--- src/rtl/ram_upload_reader.sv ---
`default_nettype none
// ============================================================================
//  Module   : ram_upload_reader
//  Purpose  : Streams a window of game work RAM to hps_io through ioctl_din
//             while an upload runs on ioctl index INDEX. The block can request
//             the upload itself (save_trigger). It keeps the CPU paused while
//             RAM is read, and services each ioctl_rd with one RAM read.
//  Ports    : clk_sys, reset          - clock, synchronous active-high reset
//             save_trigger            - one-cycle save request
//             ioctl_upload/_index/_addr/_rd, ioctl_din, ioctl_upload_req
//                                     - hps_io upload handshake
//             pause_req, paused       - pause block handshake
//             ram_addr, ram_rd, ram_dout - single-port RAM read port
//             busy, overrun, timeout  - status (overrun/timeout sticky)
//  Revision : 1.0 - initial release
// ============================================================================
module ram_upload_reader #(
    parameter int          ADDR_W    = 10,
    parameter int          LEN       = 1024,
    parameter logic [7:0]  INDEX     = 8'd4,
    parameter int          TIMEOUT_W = 24
) (
    input  logic              clk_sys,
    input  logic              reset,
    input  logic              save_trigger,
    input  logic              ioctl_upload,
    input  logic [7:0]        ioctl_index,
    input  logic [24:0]       ioctl_addr,
    input  logic              ioctl_rd,
    output logic [7:0]        ioctl_din,
    output logic              ioctl_upload_req,
    output logic              pause_req,
    input  logic              paused,
    output logic [ADDR_W-1:0] ram_addr,
    output logic              ram_rd,
    input  logic [7:0]        ram_dout,
    output logic              busy,
    output logic              overrun,
    output logic              timeout
);

    typedef enum logic [2:0] {
        S_IDLE    = 3'd0,
        S_REQ     = 3'd1,
        S_ARM     = 3'd2,
        S_SERVE   = 3'd3,
        S_READ    = 3'd4,
        S_CAPTURE = 3'd5
    } state_t;

    // Full 25-bit compare so out-of-window addresses never alias into RAM.
    localparam logic [24:0]          LEN_C   = 25'(LEN);
    // Leaving REQ on the edge where the counter reaches all-ones.
    localparam logic [TIMEOUT_W-1:0] CNT_END = {{(TIMEOUT_W-1){1'b1}}, 1'b0};

    state_t              state_q, state_d;
    logic [24:0]         addr_q, addr_d;
    logic                pend_q, pend_d;
    logic                ovr_q, ovr_d;
    logic                to_q, to_d;
    logic [TIMEOUT_W-1:0] cnt_q, cnt_d;
    logic [7:0]          din_q, din_d;
    logic [ADDR_W-1:0]   raddr_q, raddr_d;
    logic                rrd_q, rrd_d;
    logic                req_q, pause_q, busy_q;

    logic match;
    assign match = ioctl_upload && (ioctl_index == INDEX);

    always_comb begin
        state_d = state_q;
        addr_d  = addr_q;
        pend_d  = pend_q;
        ovr_d   = ovr_q;
        to_d    = to_q;
        cnt_d   = cnt_q;
        din_d   = din_q;
        raddr_d = raddr_q;
        rrd_d   = 1'b0;

        // Strobes are accepted in every upload state; those that cannot be
        // serviced right away are parked as pending. A newer strobe replaces
        // an unserviced one and flags the loss.
        if (state_q inside {S_ARM, S_SERVE, S_READ, S_CAPTURE} && ioctl_rd) begin
            addr_d = ioctl_addr;
            pend_d = 1'b1;
            if (pend_q) ovr_d = 1'b1;
        end

        case (state_q)
            S_IDLE: begin
                pend_d = 1'b0;
                if (save_trigger) begin
                    state_d = S_REQ;
                    cnt_d   = '0;
                    to_d    = 1'b0;
                    ovr_d   = 1'b0;
                end else if (match) begin
                    state_d = S_ARM;
                end
            end
            S_REQ: begin
                if (match) begin
                    state_d = S_ARM;
                end else begin
                    cnt_d = cnt_q + TIMEOUT_W'(1);
                    if (cnt_q == CNT_END) begin
                        state_d = S_IDLE;
                        to_d    = 1'b1;
                    end
                end
            end
            S_ARM: begin
                if (!ioctl_upload) begin
                    state_d = S_IDLE;
                    pend_d  = 1'b0;
                end else if (paused) begin
                    state_d = S_SERVE;
                end
            end
            S_SERVE: begin
                if (!ioctl_upload) begin
                    state_d = S_IDLE;
                    pend_d  = 1'b0;
                end else if (!paused) begin
                    // CPU resumed under us: hold reads until it halts again.
                    state_d = S_ARM;
                end else if (pend_q && !ioctl_rd) begin
                    pend_d = 1'b0;
                    if (addr_q < LEN_C) begin
                        raddr_d = addr_q[ADDR_W-1:0];
                        rrd_d   = 1'b1;
                        state_d = S_READ;
                    end else begin
                        din_d = 8'hFF;
                    end
                end
            end
            S_READ: begin
                state_d = S_CAPTURE;
            end
            S_CAPTURE: begin
                din_d   = ram_dout;
                state_d = ioctl_upload ? S_SERVE : S_IDLE;
                if (!ioctl_upload) pend_d = 1'b0;
            end
            default: begin
                state_d = S_IDLE;
            end
        endcase
    end

    always_ff @(posedge clk_sys) begin
        if (reset) begin
            state_q <= S_IDLE;
            addr_q  <= '0;
            pend_q  <= 1'b0;
            ovr_q   <= 1'b0;
            to_q    <= 1'b0;
            cnt_q   <= '0;
            din_q   <= 8'h00;
            raddr_q <= '0;
            rrd_q   <= 1'b0;
            req_q   <= 1'b0;
            pause_q <= 1'b0;
            busy_q  <= 1'b0;
        end else begin
            state_q <= state_d;
            addr_q  <= addr_d;
            pend_q  <= pend_d;
            ovr_q   <= ovr_d;
            to_q    <= to_d;
            cnt_q   <= cnt_d;
            din_q   <= din_d;
            raddr_q <= raddr_d;
            rrd_q   <= rrd_d;
            // Status outputs are registered from the next state so they line
            // up with the state they describe.
            req_q   <= (state_d == S_REQ);
            pause_q <= state_d inside {S_ARM, S_SERVE, S_READ, S_CAPTURE};
            busy_q  <= (state_d != S_IDLE);
        end
    end

    assign ioctl_din        = din_q;
    assign ioctl_upload_req = req_q;
    assign pause_req        = pause_q;
    assign ram_addr         = raddr_q;
    assign ram_rd           = rrd_q;
    assign busy             = busy_q;
    assign overrun          = ovr_q;
    assign timeout          = to_q;

endmodule
`default_nettype wire

--- config.mk ---
export PLATFORM = sky130hd
export DESIGN_NAME = ram_upload_reader
export DESIGN_NICKNAME = d
export VERILOG_FILES = /design/src/rtl/ram_upload_reader.sv
export SDC_FILE = /design/constraint.sdc
export NUM_CORES = 1
export LEC_CHECK = 0
export ABC_CLOCK_PERIOD_IN_PS = 2350
export BUFFER_PORTS_ARGS = -buffer_cell sky130_fd_sc_hd__buf_2
export CORE_MARGIN = 10
export CORE_UTILIZATION = 40
export CTS_CLUSTER_DIAMETER = 40
export DETAILED_ROUTE_END_ITERATION = 6
export GPL_TIMING_DRIVEN = 0
export PLACE_DENSITY = 0.73
export SYNTH_ARGS = -nofsm -noshare
export SYNTH_HDL_FRONTEND = slang
export SYNTH_SLANG_ARGS = --single-unit
--- constraint.sdc ---
create_clock -name clk_sys -period 2.35 [get_ports clk_sys]
set_input_delay 0.1175 -clock clk_sys [delete_from_list [all_inputs] [get_ports clk_sys]]
set_output_delay 0.1175 -clock clk_sys [all_outputs]
set_load 0.03 [all_outputs]
=== After elaboration in Yosys (flattened, before gate mapping) ===
Cells that the tools add are included.

* Register bits after elaboration: 77
* Output and inout port bits: 24
* Word-level logic and storage cells: 88

* $add $sub $neg: 1
* $lt $le $gt $ge: 1
* Eq/ne operators: 19
* Mux-type cells: 35
* Bitwise logic cells: 4
* Reduce and logical (&&, ||, !) cells: 16

{| class="wikitable"
|+ Operator list
! operator !! count
|-
| two-way mux 24 bit || 2
|-
| one-hot mux 24 bit (2 select lines) || 1
|-
| two-way mux 8 bit || 4
|-
| two-way mux 3 bit || 10
|-
| < comparator 25 x 11 -> 1 bit (second input constant) || 1
|-
| adder 24 x 1 -> 24 bit (second input constant) || 1
|-
| == test 24 bit (second input constant) || 1
|-
| one-hot mux 3 bit (6 select lines) || 1
|-
| one-hot mux 8 bit (2 select lines) || 1
|-
| two-way mux 1 bit || 13
|-
| == test 3 x 2 -> 1 bit (second input constant) || 4
|-
| == test 3 bit (second input constant) || 4
|-
| inequality test 2 bit (second input constant) || 6
|-
| AND reduction 5 bit || 2
|-
| == test 8 x 3 -> 1 bit (second input constant) || 1
|-
| nonzero test 4 bit || 2
|-
| == test 3 x 1 -> 1 bit (second input constant) || 2
|-
| OR reduction 5 bit || 1
|-
| NOT 1 bit || 4
|-
| AND reduction 4 bit || 1
|-
| nonzero test 2 bit || 2
|-
| logical AND 1 bit || 3
|-
| zero test 3 bit || 1
|-
| one-hot mux 1 bit (3 select lines) || 1
|-
| other kinds (7) || 7
|}

=== Longest topological paths before layout ===
* Depth in word-level cells: 8
* Depth in mapped cells: 8
* Gate-level depth less buffers: 7

=== Worst setup path after synthesis ===
No wires, ideal clock.

* Path type: reg2reg
* Start: register state_q[1]
* End: register cnt_q[15]
* Setup time: 0.070 ns
* Arrival: 1.790 ns
* Setup slack: 0.490 ns
* Cell stages (with the launch flop): 8
* Buffers on the path: 2
* Cells stage by stage: dfxtp_1 buf_6 or2_1 buf_6 nor4_4 nand3_1 or3_1 a21oi_1

* Word-level cells in the longest chain between the ends: 3
* Elaborated cells between the ends (all ways): 7
* Classes of those cells: eq/ne (3); mux (1); reduce/logical (3)

{| class="wikitable"
|+ RTL lines
! item !! RTL line !! source
|-
| from (decl) || 56 || <nowiki>state_t state_q, state_d;</nowiki>
|-
| from (signal assigned) || 168 || <nowiki>state_q <= state_d;</nowiki>
|-
| == test 3 x 1 -> 1 bit or zero test 3 bit (tied branches) || 90 || <nowiki>case (state_q)</nowiki>
|-
| inequality test 2 bit (no source line) or nonzero test 2 bit (tied branches) || n/a ||
|-
| AND reduction 3 bit (no source line) || n/a ||
|-
| to (signal assigned) || 173 || <nowiki>cnt_q <= cnt_d;</nowiki>
|-
| to (decl) || 61 || <nowiki>logic [TIMEOUT_W-1:0] cnt_q, cnt_d;</nowiki>
|}

Parallel ways exist; a longest one is shown, timed or not.
A chain may end at the register's enable or synchronous reset.

=== Worst setup path after layout ===
* Start: register addr_q[15]
* End: register raddr_q[7] (netlist: ram_addr[7])

* Word-level cells in the longest chain between the ends: 2

{| class="wikitable"
|+ RTL lines
! item !! RTL line !! source
|-
| from (decl) || 57 || <nowiki>logic [24:0] addr_q, addr_d;</nowiki>
|-
| from (signal assigned) || 169 || <nowiki>addr_q <= addr_d;</nowiki>
|-
| < comparator 25 x 11 -> 1 bit || 130 || <nowiki>if (addr_q < LEN_C) begin</nowiki>
|-
| AND reduction 5 bit (no source line) || n/a ||
|-
| to (signal assigned) || 175 || <nowiki>raddr_q <= raddr_d;</nowiki>
|-
| to (decl) || 63 || <nowiki>logic [ADDR_W-1:0] raddr_q, raddr_d;</nowiki>
|}

Every way passes these cells.

==> results.toml <==
[critical_path]
max_stage_delay_ns = 0.45
worstSetupStartpointType = "flip-flop"
cp.depth = 6
worstSetupEndpoint = "ram_addr[7]$_SDFFE_PP0P_"
worstSetupEndpointType = "flip-flop"
cp_slowest_cell = "nor4_1"
cp_max_fo = 10
critPathArrivalTime_ns = 2.36
worst-setup-path-type = "reg -> reg"
r2r-start = "addr_q[15]$_SDFFE_PP0P_"
rr_worst_depth = 6
crit_top_cell = "and3_1"
crit_required_ns = 2.64
crit_start = "addr_q[15]$_SDFFE_PP0P_"
cp_num_buf_inv = 1
reg2reg_setup_slack_ns = 0.28
reg2reg_to = "ram_addr[7]$_SDFFE_PP0P_"
crit_family = "simple AND/OR/NAND/NOR gates"
worstPathCellList = "nor4_1 > and3_1 > and3_1 > clkbuf_1 > nand2_1 > a21oi_1"

[synthesis]
ys_ff_latch = 77
synth.top_cell.area_share_pct = 46.9
synth_flop_cell = "dfxtp_1"
synth_nets = 458
synth_area_leaders = "dfxtp_1, nand2_1, a21oi_1"
async_reset_ff_share_pct = 0
ys_top_cells_by_count = "nand2_1, dfxtp_1, a21oi_1, nor2_1, clkbuf_1"
yosysTopAreaCell = "dfxtp_1"
ys_seq_area_share_pct = 46.9
synth.most_common_cell = "nand2_1"
synth_edf_count = 0
avgSynthCellArea_um2 = 8.03
netlist_area_mm2 = 0.00329
synth_cells = 409
ys_types = 40
ys_warn_count = 0

[min_path]
hp-class = "in -> reg"

[layout]
fin_cells = 623
fin_nets = 562
area_growth_syn_to_layout_pct = 27.5
drive_above_1_share_pct = 18.3

[timing]
finalSetupViolCount = 0
hold_violations = 0
fin_skew_ns = 0.0140
max_clock_freq_mhz = 483
holdWs_ns = 0.0134
finalCritPeriodShare_pct = 88.1
setup_tns_ns = 0
rsz0062_at_grt = "false"
relSlewSlack_pct = 60.8
tightestPinTransition_ns = 0.583
finalCriticalPeriod_ns = 2.07
drv_slew = 0

[clock_tree]
clk_pin_slew_worst_paths_ns = 0.09
cts-root-buf = "clkbuf_8"
cts_max_level = 3
cts-resized-gates = 0
cts.sinks = 77
cts_made_buffers = 9
clockBufferDepth = 2
cts_tree = "done"
clock_latency_ns = 0.36

[route]
drc = 0
dr.pass1.iters = 4
wire_per_inst_um = 13.9
drt_iter0_drc = 173
totalWireLength_um = 8660
via_per_inst = 5.00
num_vias = 3113
postRouteAntennaNets = 0

[floorplan]
die_h_um = 111
num_rows = 32
dieArea_mm2 = 0.0122
coreArea_mm2 = 0.00785
start_util_pct = 41.9
die_w_um = 111
io_pins = 71

[status]
status = "completed"

[grt]
first_global_vias = 3033
antenna_found_initial = 3
grt_pass1_wl_um = 14500
grtUsageTotal_pct = 14.0
overflow = 0
grt_max_degree = 17

[place]
gp_congestion = 0.882
place_hpwl_um = 6210
dpl.cell_count = 580
io_buffers = 69

[flow_run]
drv_cap = 0

[pwr]
p_leak_nw = 1.62
powerDensity_mw_per_mm2 = 589
ir_drop_mv = 0.305
==> metrics by stage <==
stage | setup WS, ns | area [um2] | util, % | power (mW)
3_3_place_gp | 0.211 | 3760 | 47.9 | 1.51
3_5_place_dp | 0.202 | 3760 | 47.9 | 1.51
6_report | 0.281 | 4190 | 53.4 | 2.47
2_1_floorplan | 0.490 | 3290 | - | 1.44
5_1_grt | 0.0817 | 4190 | 53.4 | 2.57
4_1_cts | 0.183 | 4160 | 53.0 | 2.49
==> registers in the layout, summed over array words and instances, names as in the netlist <==
| signal | cells |
|---|---|
| pause_req | 1 |
| ram_addr | 10 |
| timeout | 1 |
| state_q | 3 |
| ram_rd | 1 |
| addr_q | 25 |
| ioctl_upload_req | 1 |
| busy | 1 |
| pend_q | 1 |
| ioctl_din | 8 |
| cnt_q | 24 |
| overrun | 1 |
==> report_power, final <==
part	internal (mW)	switching [mW]
clock network	0.411	0.550
registers	1.32	0.00899
logic	0.0819	0.0991
total	1.81	0.658
==> layout make-up <==
cell class | count | area [um2]
diodes | 3 | 7.51
plain buffers | 21 | 95.1
clock buffers | 9 | 124
clock inverters | 7 | 65.1
fillers | 774 | 3660
inverters | 9 | 33.8
multi-input cells | 302 | 1620
flip-flops and latches | 77 | 1540
well taps | 102 | 128
repair buffers | 93 | 578
==> what timing repair did <==
action	in CTS	in global routing
buffers inserted	0	3
setup endpoints to repair	0	5
hold buffers	21	0
hold endpoints to repair	21	0
==> worst min-delay path, cell delays in order <==
cell and delay (ns):
buf_2 0.10, nand2_1 0.05, a21oi_1 0.06
==> worst min-delay path by stage <==
stage                    from                 endpoint  cells after the start
2_1_floorplan   ioctl_addr[0]   addr_q[0]$_SDFFE_PP0P_                      2
3_3_place_gp    ioctl_addr[6]   addr_q[6]$_SDFFE_PP0P_                      3
3_5_place_dp    ioctl_addr[6]   addr_q[6]$_SDFFE_PP0P_                      3
4_1_cts        ioctl_addr[22]  addr_q[22]$_SDFFE_PP0P_                      3
5_1_grt        ioctl_addr[21]  addr_q[21]$_SDFFE_PP0P_                      3
6_report       ioctl_addr[19]  addr_q[19]$_SDFFE_PP0P_                      3
==> per-layer routing <==
metal  vias up  part of all wire, %  GRT usage, %
met5         -                    0             0
met3        17                  4.6          3.40
met1      1406                   46          17.1
met4         0                  2.7          8.29
met2        74                   47          21.8
li1       1616                    -             -
==> cell usage in the layout (no fill, tap or decap), types with 3 or more instances in the layout <==
cell type	Yosys	layout
a21oi_1	46	46
a31oi_1	3	3
and3_1	9	9
buf_2	1	70
buf_4	0	3
clkbuf_1	18	18
clkbuf_8	0	9
dfxtp_1	77	77
diode_2	0	3
dlygate4sd3_1	0	21
inv_1	9	9
inv_6	0	3
nand2_1	85	85
nand3_1	9	9
nand4_1	16	16
nor2_1	45	45
nor2b_1	4	4
nor3_1	5	5
nor4_1	9	9
o21a_1	9	9
o21ai_0	14	14
or3_1	7	7
xor2_1	16	16
==> cells by family after synthesis <==
logic type / after synthesis / share of synthesized area, %
simple gates: 200 / 29.3
compound gates: 83 / 14.5
flops: 77 / 46.9
buf+inv: 30 / 3.92
xor+xnor: 16 / 4.26
fa+ha+maj: 2 / 0.761
mux: 1 / 0.305
No activity file was read; power rests on OpenSTA's default activity.
